## src/rtl/marco_polo_responder.sv

```systemverilog
// Answers each MARCO match with "POLO" (plus optional CR LF), one byte per uart_tx handshake.
// Holds one queued request, times out missing acknowledges and counts completed replies.
module marco_polo_responder #(
  parameter int APPEND_CRLF = 1,
  parameter int GAP_CYCLES  = 0,
  parameter int ACK_TIMEOUT = 16
) (
  input  logic       clk,
  input  logic       rst_n,
  input  logic       enable,
  input  logic       match,
  input  logic       tx_busy,
  output logic       tx_start,
  output logic [7:0] tx_data,
  output logic       reply_busy,
  output logic       reply_done,
  output logic       dropped,
  output logic       ack_error,
  output logic [7:0] reply_count
);

  typedef enum logic [1:0] {IDLE, WAIT_ACK, WAIT_DONE, GAP} state_t;

  localparam int TW = $clog2(ACK_TIMEOUT);
  localparam logic [2:0]    LAST_IDX = (APPEND_CRLF != 0) ? 3'd5 : 3'd3;
  localparam logic [TW-1:0] ACK_LAST = TW'(ACK_TIMEOUT - 1);
  localparam logic [7:0]    GAP_LAST = 8'(GAP_CYCLES - 1);

  function automatic logic [7:0] reply_byte(input logic [2:0] idx);
    case (idx)
      3'd0:    reply_byte = 8'h50;
      3'd1:    reply_byte = 8'h4F;
      3'd2:    reply_byte = 8'h4C;
      3'd3:    reply_byte = 8'h4F;
      3'd4:    reply_byte = 8'h0D;
      3'd5:    reply_byte = 8'h0A;
      default: reply_byte = 8'h00;
    endcase
  endfunction

  state_t        state_q, state_d;
  logic [2:0]    idx_q, idx_d;
  logic          pending_q, pending_d;
  logic [TW-1:0] ack_q, ack_d;
  logic [7:0]    gap_q, gap_d;
  logic          tx_start_d, reply_busy_d, reply_done_d, dropped_d, ack_error_d;
  logic [7:0]    tx_data_d, count_d;
  logic          accept, trigger, issue;
  logic [2:0]    issue_idx;

  always_comb begin
    state_d      = state_q;
    idx_d        = idx_q;
    pending_d    = pending_q;
    ack_d        = ack_q;
    gap_d        = gap_q;
    tx_start_d   = 1'b0;
    tx_data_d    = tx_data;
    reply_done_d = 1'b0;
    dropped_d    = 1'b0;
    ack_error_d  = 1'b0;
    count_d      = reply_count;
    issue        = 1'b0;
    issue_idx    = idx_q;

    accept  = match & enable;
    trigger = accept | (pending_q & enable);

    if (accept) begin
      if (pending_q) dropped_d = 1'b1;
      else           pending_d = 1'b1;
    end

    case (state_q)
      IDLE: begin
        if (trigger && !tx_busy) begin
          // A queued request is consumed here; a fresh match in the same cycle takes its place
          dropped_d = 1'b0;
          pending_d = pending_q & accept;
          idx_d     = 3'd0;
          issue     = 1'b1;
          issue_idx = 3'd0;
        end
      end
      WAIT_ACK: begin
        if (tx_busy) begin
          state_d = WAIT_DONE;
          ack_d   = '0;
        end else if (ack_q == ACK_LAST) begin
          ack_error_d = 1'b1;
          state_d     = IDLE;
          idx_d       = 3'd0;
          ack_d       = '0;
        end else begin
          ack_d = ack_q + 1'b1;
        end
      end
      WAIT_DONE: begin
        if (!tx_busy) begin
          if (idx_q == LAST_IDX) begin
            reply_done_d = 1'b1;
            count_d      = reply_count + 8'd1;
            state_d      = IDLE;
            idx_d        = 3'd0;
          end else begin
            idx_d = idx_q + 3'd1;
            if (GAP_CYCLES == 0) begin
              issue     = 1'b1;
              issue_idx = idx_q + 3'd1;
            end else begin
              state_d = GAP;
              gap_d   = '0;
            end
          end
        end
      end
      GAP: begin
        if (gap_q == GAP_LAST) begin
          issue = 1'b1;
        end else begin
          gap_d = gap_q + 8'd1;
        end
      end
      default: state_d = IDLE;
    endcase

    if (issue) begin
      tx_start_d = 1'b1;
      tx_data_d  = reply_byte(issue_idx);
      state_d    = WAIT_ACK;
      ack_d      = '0;
    end

    if (!enable) pending_d = 1'b0;

    reply_busy_d = (state_d != IDLE);
  end

  always_ff @(posedge clk) begin
    if (!rst_n) begin
      state_q     <= IDLE;
      idx_q       <= '0;
      pending_q   <= 1'b0;
      ack_q       <= '0;
      gap_q       <= '0;
      tx_start    <= 1'b0;
      tx_data     <= '0;
      reply_busy  <= 1'b0;
      reply_done  <= 1'b0;
      dropped     <= 1'b0;
      ack_error   <= 1'b0;
      reply_count <= '0;
    end else begin
      state_q     <= state_d;
      idx_q       <= idx_d;
      pending_q   <= pending_d;
      ack_q       <= ack_d;
      gap_q       <= gap_d;
      tx_start    <= tx_start_d;
      tx_data     <= tx_data_d;
      reply_busy  <= reply_busy_d;
      reply_done  <= reply_done_d;
      dropped     <= dropped_d;
      ack_error   <= ack_error_d;
      reply_count <= count_d;
    end
  end

endmodule

```

## config.mk

```make
export PLATFORM = sky130hd
export DESIGN_NAME = marco_polo_responder
export DESIGN_NICKNAME = d
export VERILOG_FILES = /design/src/rtl/marco_polo_responder.sv
export SDC_FILE = /design/constraint.sdc
export NUM_CORES = 1
export LEC_CHECK = 0
export BUFFER_PORTS_ARGS = -buffer_cell sky130_fd_sc_hd__buf_2
export CAP_MARGIN = 20
export CORE_ASPECT_RATIO = 2
export CORE_MARGIN = 4
export CORE_UTILIZATION = 54
export CTS_BUF_LIST = sky130_fd_sc_hd__clkbuf_4
export DETAILED_ROUTE_END_ITERATION = 10
export PLACE_DENSITY_LB_ADDON = 0.12
export REMOVE_ABC_BUFFERS = 1
export SLEW_MARGIN = 20
export SYNTH_ARGS = -nofsm -noshare
export SYNTH_HDL_FRONTEND = slang
export SYNTH_SLANG_ARGS = --single-unit
```

## constraint.sdc

```tcl
create_clock -name clk -period 3.6 [get_ports clk]
set_input_delay 0.54 -clock clk [delete_from_list [all_inputs] [get_ports clk]]
set_output_delay 0.54 -clock clk [all_outputs]
set_load 0.01 [all_outputs]
```

==> results of run 1 <==
==> final cells by class <==
class / instances / area share (%)
inverter: 10 / 1.862
clock buffer: 6 / 2.235
sequential: 37 / 36.75
timing repair buffer: 23 / 5.711
tap: 32 / 1.986
clock inverter: 2 / 0.4966
multi-input combinational: 156 / 50.96
==> power groups by stage <==
stage / sequential [W] / combinational, W / clock [W]
after floorplan: 0.000429 / 0.0000315 / 0
after global placement: 0.000428 / 0.0000511 / 0
after detailed placement: 0.000428 / 0.0000533 / 0
after CTS: 0.000419 / 0.0000534 / 0.000225
after global routing: 0.000419 / 0.0000598 / 0.000240
final: 0.000418 / 0.0000529 / 0.000217
==> logic make-up after synthesis <==
group                      share of synthesized area [%]
adders and majority gates                          6.702
muxes                                              2.212
xor gates and xnor gates                           6.099
buffers and inverters                              5.496
AOI/OAI and AO/OA                                  15.48
and+or+nand+nor                                    24.13
DFF                                                39.68
other                                             0.2009
==> cell usage in the layout, fill, tap and decap left out, types with 2 or more instances in the layout <==
cell type / n
nand2b_1: 7
nand3b_1: 2
a31oi_1: 2
and3_1: 5
o2bb2ai_1: 2
ha_1: 10
inv_1: 10
conb_1: 2
xor2_1: 6
a32oi_1: 2
clkinv_2: 2
nand3_1: 10
nand2_1: 16
clkbuf_4: 6
mux2i_1: 3
a22oi_1: 3
o21ai_0: 7
o32ai_1: 2
xnor2_1: 7
nor2_1: 25
nand4_1: 5
nor2b_1: 4
and2_1: 4
dfxtp_1: 37
a21oi_1: 13
buf_2: 23
and4_1: 2
==> registers in the layout (all words and copies together) (netlist names) <==
signal       count
reply_busy       1
dropped          1
tx_data          6
state_q          2
reply_done       1
reply_count      8
tx_start         1
ack_q            4
gap_q            8
pending_q        1
idx_q            3
ack_error        1
==> worst max-delay path, delay by kind of cell (launching register included) <==
family / cells / cell delay, ns
flops: 1 / 0.37
buf+inv: 1 / 0.09
fa+ha+maj: 1 / 0.33
compound gates: 2 / 0.68
simple gates: 3 / 0.59
==> layer usage <==
layer  part of all wire, %  routed length (um)  global-route usage, %
met3                   2.9                 114                  3.777
met4                   3.1                 123                  9.700
met2                    55                2205                  35.07
met5                     0                   0                      0
met1                    39                1537                  18.93
==> final timing paths <==
kind         depth (start not counted)          to  slack [ns]
min                                  3     dropped        0.45
max reg2reg                          7  tx_data[2]        1.45
max                                  7  tx_data[2]        1.45
min reg2reg                          2  tx_data[1]        0.48
==> per-stage QoR <==
step | utilization, % | std cells | power [W] | setup WS (ns) | hold slack [ns]
2_1_floorplan | - | 203 | 0.0004606 | 1.742 | 0.4467
3_3_place_gp | 58.04 | 258 | 0.0004786 | 1.453 | 0.4612
3_5_place_dp | 58.04 | 258 | 0.0004811 | 1.366 | 0.4644
4_1_cts | 59.67 | 266 | 0.0006973 | 1.426 | 0.4485
5_1_grt | 59.67 | 266 | 0.0007185 | 1.257 | 0.4451
6_report | 59.67 | 266 | 0.0006881 | 1.448 | 0.4481
==> impl_metrics.toml, run 1 <==
[route]
drc_errors = 0
drt_iter0_drc = 28
drt-total-wl_um = 3981
vias = 1547
routed_via_density = 5.816
wl_per_cell_um = 14.97
first_pass_iters = 4
ant_nets = 0

[power]
power_density_nw_per_um2 = 341.4
ir_worst_vdd_mv = 0.2143
p_leak_nw = 0.8308
p_int_w = 0.0005153
p_clk_share_pct = 31.5
p_switching_w = 0.0001728
swShare_pct = 25.12
power_frac_comb_pct = 7.7
power_frac_seq_pct = 60.8

[global_route]
overflow = 0
grt_pass1_wl_um = 6713
grt_max_degree = 22
grt_use_total_pct = 18.89
grt_pass1_vias = 1539
antenna_found_initial = 0

[yosys]
synthFlopType = "dfxtp_1"
synth_top_area_cell = "dfxtp_1"
synth_common_cells = "37 x dfxtp_1, 25 x nor2_1, 16 x nand2_1"
netlist_instances = 213
synth.most_common_cell = "dfxtp_1"
synthesis.area_um2 = 1867
postSynthAreaPerCell_um2 = 8.764
synth_edf_count = 0
synth.ff_latch_count = 37
ys_warn_count = 0
yosys-top-cells-area = "dfxtp_1 40%, ha_1 6.7%, nor2_1 5.0%, a21oi_1 3.5%, xnor2_1 3.3%"
ys_async_sr_fraction_pct = 0
synth_top_area_share_pct = 39.68
ys_seq_area_share_pct = 39.68
yosysUniqueCellTypes = 45

[placement]
dpl-instance-area_um2 = 1961
port_buffers = 23
hpwl_um = 3041
globalplace.congestion = 0.7661

[layout]
design_area_um2 = 2016
area_growth_pct = 7.976
multiInputGateArea_um2 = 1027
seq_area_um2 = 740.7
nets = 248
fillCellCount = 319
drive_above_1_share_pct = 15.38
diodes = 0

[cts]
postCtsSetupRepairBufs = 0
clk_latency_ns = 0.34
numCtsBuffers = 5
cts_tree = "done"
cts_root_buffer = "clkbuf_4"
cts-root-to-sink-buffers = 2
cts_sinks = 37
h-tree-depth = 2
ctsResizeCount = 0
cts_hold_buffers = 0
clkSlewWorstSetupHoldPaths_ns = 0.11

[sta]
fin_setup_tns_ns = 0
slew_headroom_pct = 56.61
setup_violations = 0
min_period_ns = 2.152
final_hold_viol_count = 0
slew_viol_final = 0
fmax_mhz = 464.8
rsz0062_at_grt = "no"
fin_worst_skew_ns = 0.01158
finalCritPeriodShare_pct = 59.76
worst_slew_pin_slew_ns = 0.6501

[run_status]
status = "finished, final reports clean"

[worst_hold_path]
hold_start = "match"
min_path_type = "in -> reg"

[critical_path]
required_ns = 3.84
crit_path_cell_trace = "inv_1 -> ha_1 -> nor2b_1 -> nand2_1 -> a31oi_4 -> nand2_4 -> o32ai_1"
cp_slowest_cell = "a31oi_4"
cp.arrival_ns = 2.39
cp_slowest_stage_delay_ns = 0.39
r2r_start = "state_q[0]"
cp-start-kind = "flop"
cp_max_fo = 12
crit_path_start = "state_q[0]"
critPathCaptureType = "flop"
critical_path_class = "reg -> reg"

[floorplan]
rows = 30
start_util_pct = 55.26
pin_count = 26
coreArea_um2 = 3378
die_w_um = 49.58
dieHeight_um = 91.15
dieArea_um2 = 4519

[flow_run]
maxCapViolCount = 0
(Power assumes the default switching activity.)
==> run 2, diff against run 1 <==
Clock period 3.6 ns to 2.25 ns, I/O delays scaled along.
==> impl_metrics.toml, run 2 (synthesized netlist as in run 1, its figures left out) <==
[route]
drt-total-wl_um = 3921
routed.top_layer = "met4"
routed_via_density = 5.925
wl_met2_um = 2176
dr_wl_met3_um = 141
drc_errors = 0
drt_iter0_drc = 35
vias = 1570
ant_nets = 0
wl_met1_um = 1500
first_pass_iters = 4
wl_per_cell_um = 14.80

[floorplan]
dieHeight_um = 91.15
dieArea_um2 = 4519
start_util_pct = 55.26
pin_count = 26
rows = 30
coreArea_um2 = 3378
die_w_um = 49.58

[global_route]
grt_pass1_vias = 1533
grt_pass1_wl_um = 6762
antenna_found_initial = 0
overflow = 0
grt_use_total_pct = 19.13
grt_max_degree = 22

[critical_path]
critical_path_class = "reg -> reg"
endpoint = "tx_data[3]"
cp_max_fo = 12
r2r_cells = 6
timing.rr.end = "tx_data[3]"
r2r_start = "state_q[1]"
critPathCaptureType = "flop"
cp-start-kind = "flop"
reg2reg_slack_ns = 0.17
crit_path_start = "state_q[1]"
required_ns = 2.50
cp.arrival_ns = 2.34

[sta]
finalWorstSetupSlack_ns = 0.1655
worst_slew_pin_slew_ns = 0.6850
min_period_ns = 2.084
fin_worst_skew_ns = 0.01520
slew_headroom_pct = 54.28
rsz0062_at_grt = "no"
fin_setup_tns_ns = 0
slew_viol_final = 0
setup_violations = 0
finalCritPeriodShare_pct = 92.64
fmax_mhz = 479.7
final_hold_viol_count = 0

[flow_run]
maxCapViolCount = 0

[cts]
ctsResizeCount = 0
clkSlewWorstSetupHoldPaths_ns = 0.11
cts_sinks = 37
cts_tree = "done"
postCtsSetupRepairBufs = 0
clk_latency_ns = 0.34
cts-root-to-sink-buffers = 2
numCtsBuffers = 5
cts_root_buffer = "clkbuf_4"
cts_hold_buffers = 0
h-tree-depth = 2

[run_status]
status = "finished, final reports clean"

[layout]
final_cells = 265
fin_util_pct = 59.52
nets = 249
biggestRegsByFlops = "gap_q (8), reply_count (8), tx_data (6)"
mostFrequentLayoutCell = "dfxtp_1"
area_growth_pct = 7.708
fillCellCount = 314
diodes = 0
drive_above_1_share_pct = 15.02
design_area_um2 = 2011
mostFrequentLayoutCells = "37 x dfxtp_1, 25 x nor2_1, 23 x buf_2"

[placement]
globalplace.congestion = 0.8207
hpwl_um = 2993
post-place-ws_ns = 0.1775
dpl-instance-area_um2 = 1968
port_buffers = 23
place_inst = 259

[power]
power_frac_comb_pct = 7.9
power_frac_seq_pct = 62.7
p_int_w = 0.0008016
ir_worst_vdd_mv = 0.3530
power_density_nw_per_um2 = 530.7
swShare_pct = 24.88
p_switching_w = 0.0002655
p_leak_nw = 0.8277
p_clk_share_pct = 29.4

[worst_hold_path]
min_path_type = "in -> reg"
==> run 2: worst min-delay path by stage <==
stage	endpoint	startpoint	cells after the start	slack, ns
2_1_floorplan	tx_start	rst_n	2	0.43
3_3_place_gp	tx_data[1]	tx_data[1]	2	0.46
3_5_place_dp	dropped	pending_q	2	0.47
4_1_cts	dropped	match	3	0.23
5_1_grt	dropped	match	3	0.25
6_report	pending_q	enable	3	0.24
==> run 2: per-layer routing <==
layer | vias up | global-route usage (%)
met5 | - | 0
met4 | 0 | 9.469
met3 | 11 | 4.105
met2 | 37 | 35.62
met1 | 739 | 19.05
li1 | 783 | -
==> run 2: layout make-up <==
cell class	instances	area (um^2)	share of cell area, %
clock buffer	5	37.54	1.867
timing repair buffer	24	122.6	6.098
inverter	10	37.54	1.867
tap	32	40.04	1.991
multi-input combinational	156	1027	51.09
clock inverter	1	5.005	0.2489
sequential	37	740.7	36.84
==> run 2: critical path: stages (launching register included) <==
cell	delay [ns]
dfxtp_1	0.43
ha_1	0.29
nor2b_1	0.36
nand2_1	0.16
a31oi_4	0.39
nand2_4	0.08
o32ai_1	0.30
==> run 2: per-stage QoR <==
stage / hold WS [ns] / total power, W
after floorplan: 0.4307 / 0.0007369
after global placement: 0.4607 / 0.0007651
after detailed placement: 0.4679 / 0.0007674
after CTS: 0.2316 / 0.001078
after global routing: 0.2458 / 0.001113
final: 0.2411 / 0.001067
==> run 2: power by group through the flow <==
| stage | combinational (W) | sequential, W | clock [W] |
|---|---|---|---|
| 2_1_floorplan | 0.0000505 | 0.000686 | 0 |
| 3_3_place_gp | 0.0000817 | 0.000683 | 0 |
| 3_5_place_dp | 0.0000835 | 0.000684 | 0 |
| 4_1_cts | 0.0000839 | 0.000669 | 0.000326 |
| 5_1_grt | 0.0000956 | 0.000670 | 0.000347 |
| 6_report | 0.0000841 | 0.000669 | 0.000314 |
==> run 3, diff against run 2 <==
Settings changed: MAX_ROUTING_LAYER from default to met4.
==> impl_metrics.toml, run 3 (synthesized netlist as in run 1, its figures left out) <==
[critical_path]
cp_slowest_cell = "dfxtp_1"
r2r_start = "state_q[1]"
r2r_cells = 6
crit_family = "compound AO/OA/AOI/OAI gates"
cp.arrival_ns = 2.34
cp_max_fo = 12
timing.rr.end = "tx_data[3]"
required_ns = 2.50
crit_path_cell_trace = "ha_1 -> nor2b_1 -> nand2_1 -> a31oi_4 -> nand2_4 -> o32ai_1"
reg2reg_slack_ns = 0.16
crit_path_start = "state_q[1]"
cp_slowest_stage_delay_ns = 0.43
critical_path_class = "reg -> reg"
critPathCaptureType = "flop"
cp-start-kind = "flop"
crit_buf_inv = 0

[global_route]
grt_use_total_pct = 19.64
grt_pass1_wl_um = 6762
overflow = 0
grt_pass1_vias = 1533
grt_max_degree = 22
antenna_found_initial = 0

[sta]
fin_worst_skew_ns = 0.01040
whs_ns = 0.2476
finalCritPeriodShare_pct = 92.95
rsz0062_at_grt = "no"
final_hold_viol_count = 0
fmax_mhz = 478.2
setup_violations = 0
slew_viol_final = 0
worst_slew_pin_slew_ns = 0.6835
min_period_ns = 2.091
fin_setup_tns_ns = 0
slew_headroom_pct = 54.38

[route]
drt-total-wl_um = 3907
first_pass_iters = 4
drt_iter0_drc = 39
routed_via_density = 5.940
wl_per_cell_um = 14.74
drc_errors = 0
vias = 1574
ant_nets = 0

[layout]
drive_above_1_share_pct = 15.02
diodes = 0
mostFrequentLayoutCell = "dfxtp_1"
mostFrequentLayoutCells = "37 x dfxtp_1, 25 x nor2_1, 23 x buf_2"
design_area_um2 = 2011
final_cells = 265
biggestRegsByFlops = "gap_q (8), reply_count (8), tx_data (6)"
area_growth_pct = 7.708
nets = 249

[floorplan]
start_util_pct = 55.26
pin_count = 26
rows = 30
dieArea_um2 = 4519
coreArea_um2 = 3378
die_w_um = 49.58
dieHeight_um = 91.15

[flow_run]
maxCapViolCount = 0

[cts]
cts_tree = "done"
numCtsBuffers = 5
cts_sinks = 37
postCtsSetupRepairBufs = 0
clkSlewWorstSetupHoldPaths_ns = 0.10
cts_root_buffer = "clkbuf_4"
cts_hold_buffers = 0
ctsResizeCount = 0
h-tree-depth = 2
clk_latency_ns = 0.34
cts-root-to-sink-buffers = 2

[worst_hold_path]
hold_path_end = "pending_q"
hold_start = "enable"
min_path_type = "in -> reg"
hold_depth = 3

[run_status]
status = "finished, final reports clean"

[power]
p_switching_w = 0.0002620
swShare_pct = 24.63
p_clk_share_pct = 29.2
power_density_nw_per_um2 = 528.9
p_int_w = 0.0008015
p_leak_nw = 0.8277
power_frac_comb_pct = 7.9
power_frac_seq_pct = 62.9
ir_worst_vdd_mv = 0.3522

[placement]
port_buffers = 23
hpwl_um = 2993
dpl-instance-area_um2 = 1968
globalplace.congestion = 0.8330
place_inst = 259
run 3: cell counts in the layout (fill, tap and decap cells not counted):
No cell type changed its count.
run 3: worst max-delay path by stage:
| stage | end | slack, ns | cells after the start |
|---|---|---|---|
| finish | tx_data[3] | 0.16 | 6 |
| global route | tx_data[3] | 0.003 | 6 |
| CTS | tx_data[3] | 0.16 | 6 |
| detailed placement | tx_data[3] | 0.18 | 6 |
| global placement | tx_data[3] | 0.29 | 6 |
| floorplan | tx_data[2] | 0.45 | 7 |
run 3: area by class of cell:
class,count,area [um^2]
inverters,10,37.54
repair buffers,24,122.6
flip-flops and latches,37,740.7
clock inverters,1,5.005
multi-input cells,156,1027
clock buffers,5,37.54
fillers,314,1368
well taps,32,40.04
run 3: per-layer routing:
layer / global-route usage (%) / vias up / share of wire (%)
li1: - / 782 / -
met1: 19.05 / 740 / 38
met2: 35.62 / 39 / 56
met3: 4.105 / 13 / 3.6
met4: 9.469 / 0 / 2.7
met5: - / - / 0
run 3: power groups by stage:
stage | clock network, W | logic, W | registers [W]
4_1_cts | 0.000326 | 0.0000839 | 0.000669
2_1_floorplan | 0 | 0.0000505 | 0.000686
6_report | 0.000311 | 0.0000842 | 0.000669
3_5_place_dp | 0 | 0.0000835 | 0.000684
3_3_place_gp | 0 | 0.0000817 | 0.000683
5_1_grt | 0.000347 | 0.0000956 | 0.000670
run 3: through the flow:
step	util, %	setup WS, ns	power, W
detailed placement	58.26	0.1775	0.0007674
global placement	58.26	0.2909	0.0007651
floorplan	-	0.4496	0.0007369
CTS	59.52	0.1558	0.001078
global route	59.52	0.003207	0.001113
finish	59.52	0.1586	0.001063
run 3: worst reg2reg max path: stages (launching register included):
cell and delay (ns):
dfxtp_1 0.43, ha_1 0.29, nor2b_1 0.37, nand2_1 0.16
a31oi_4 0.39, nand2_4 0.08, o32ai_1 0.30
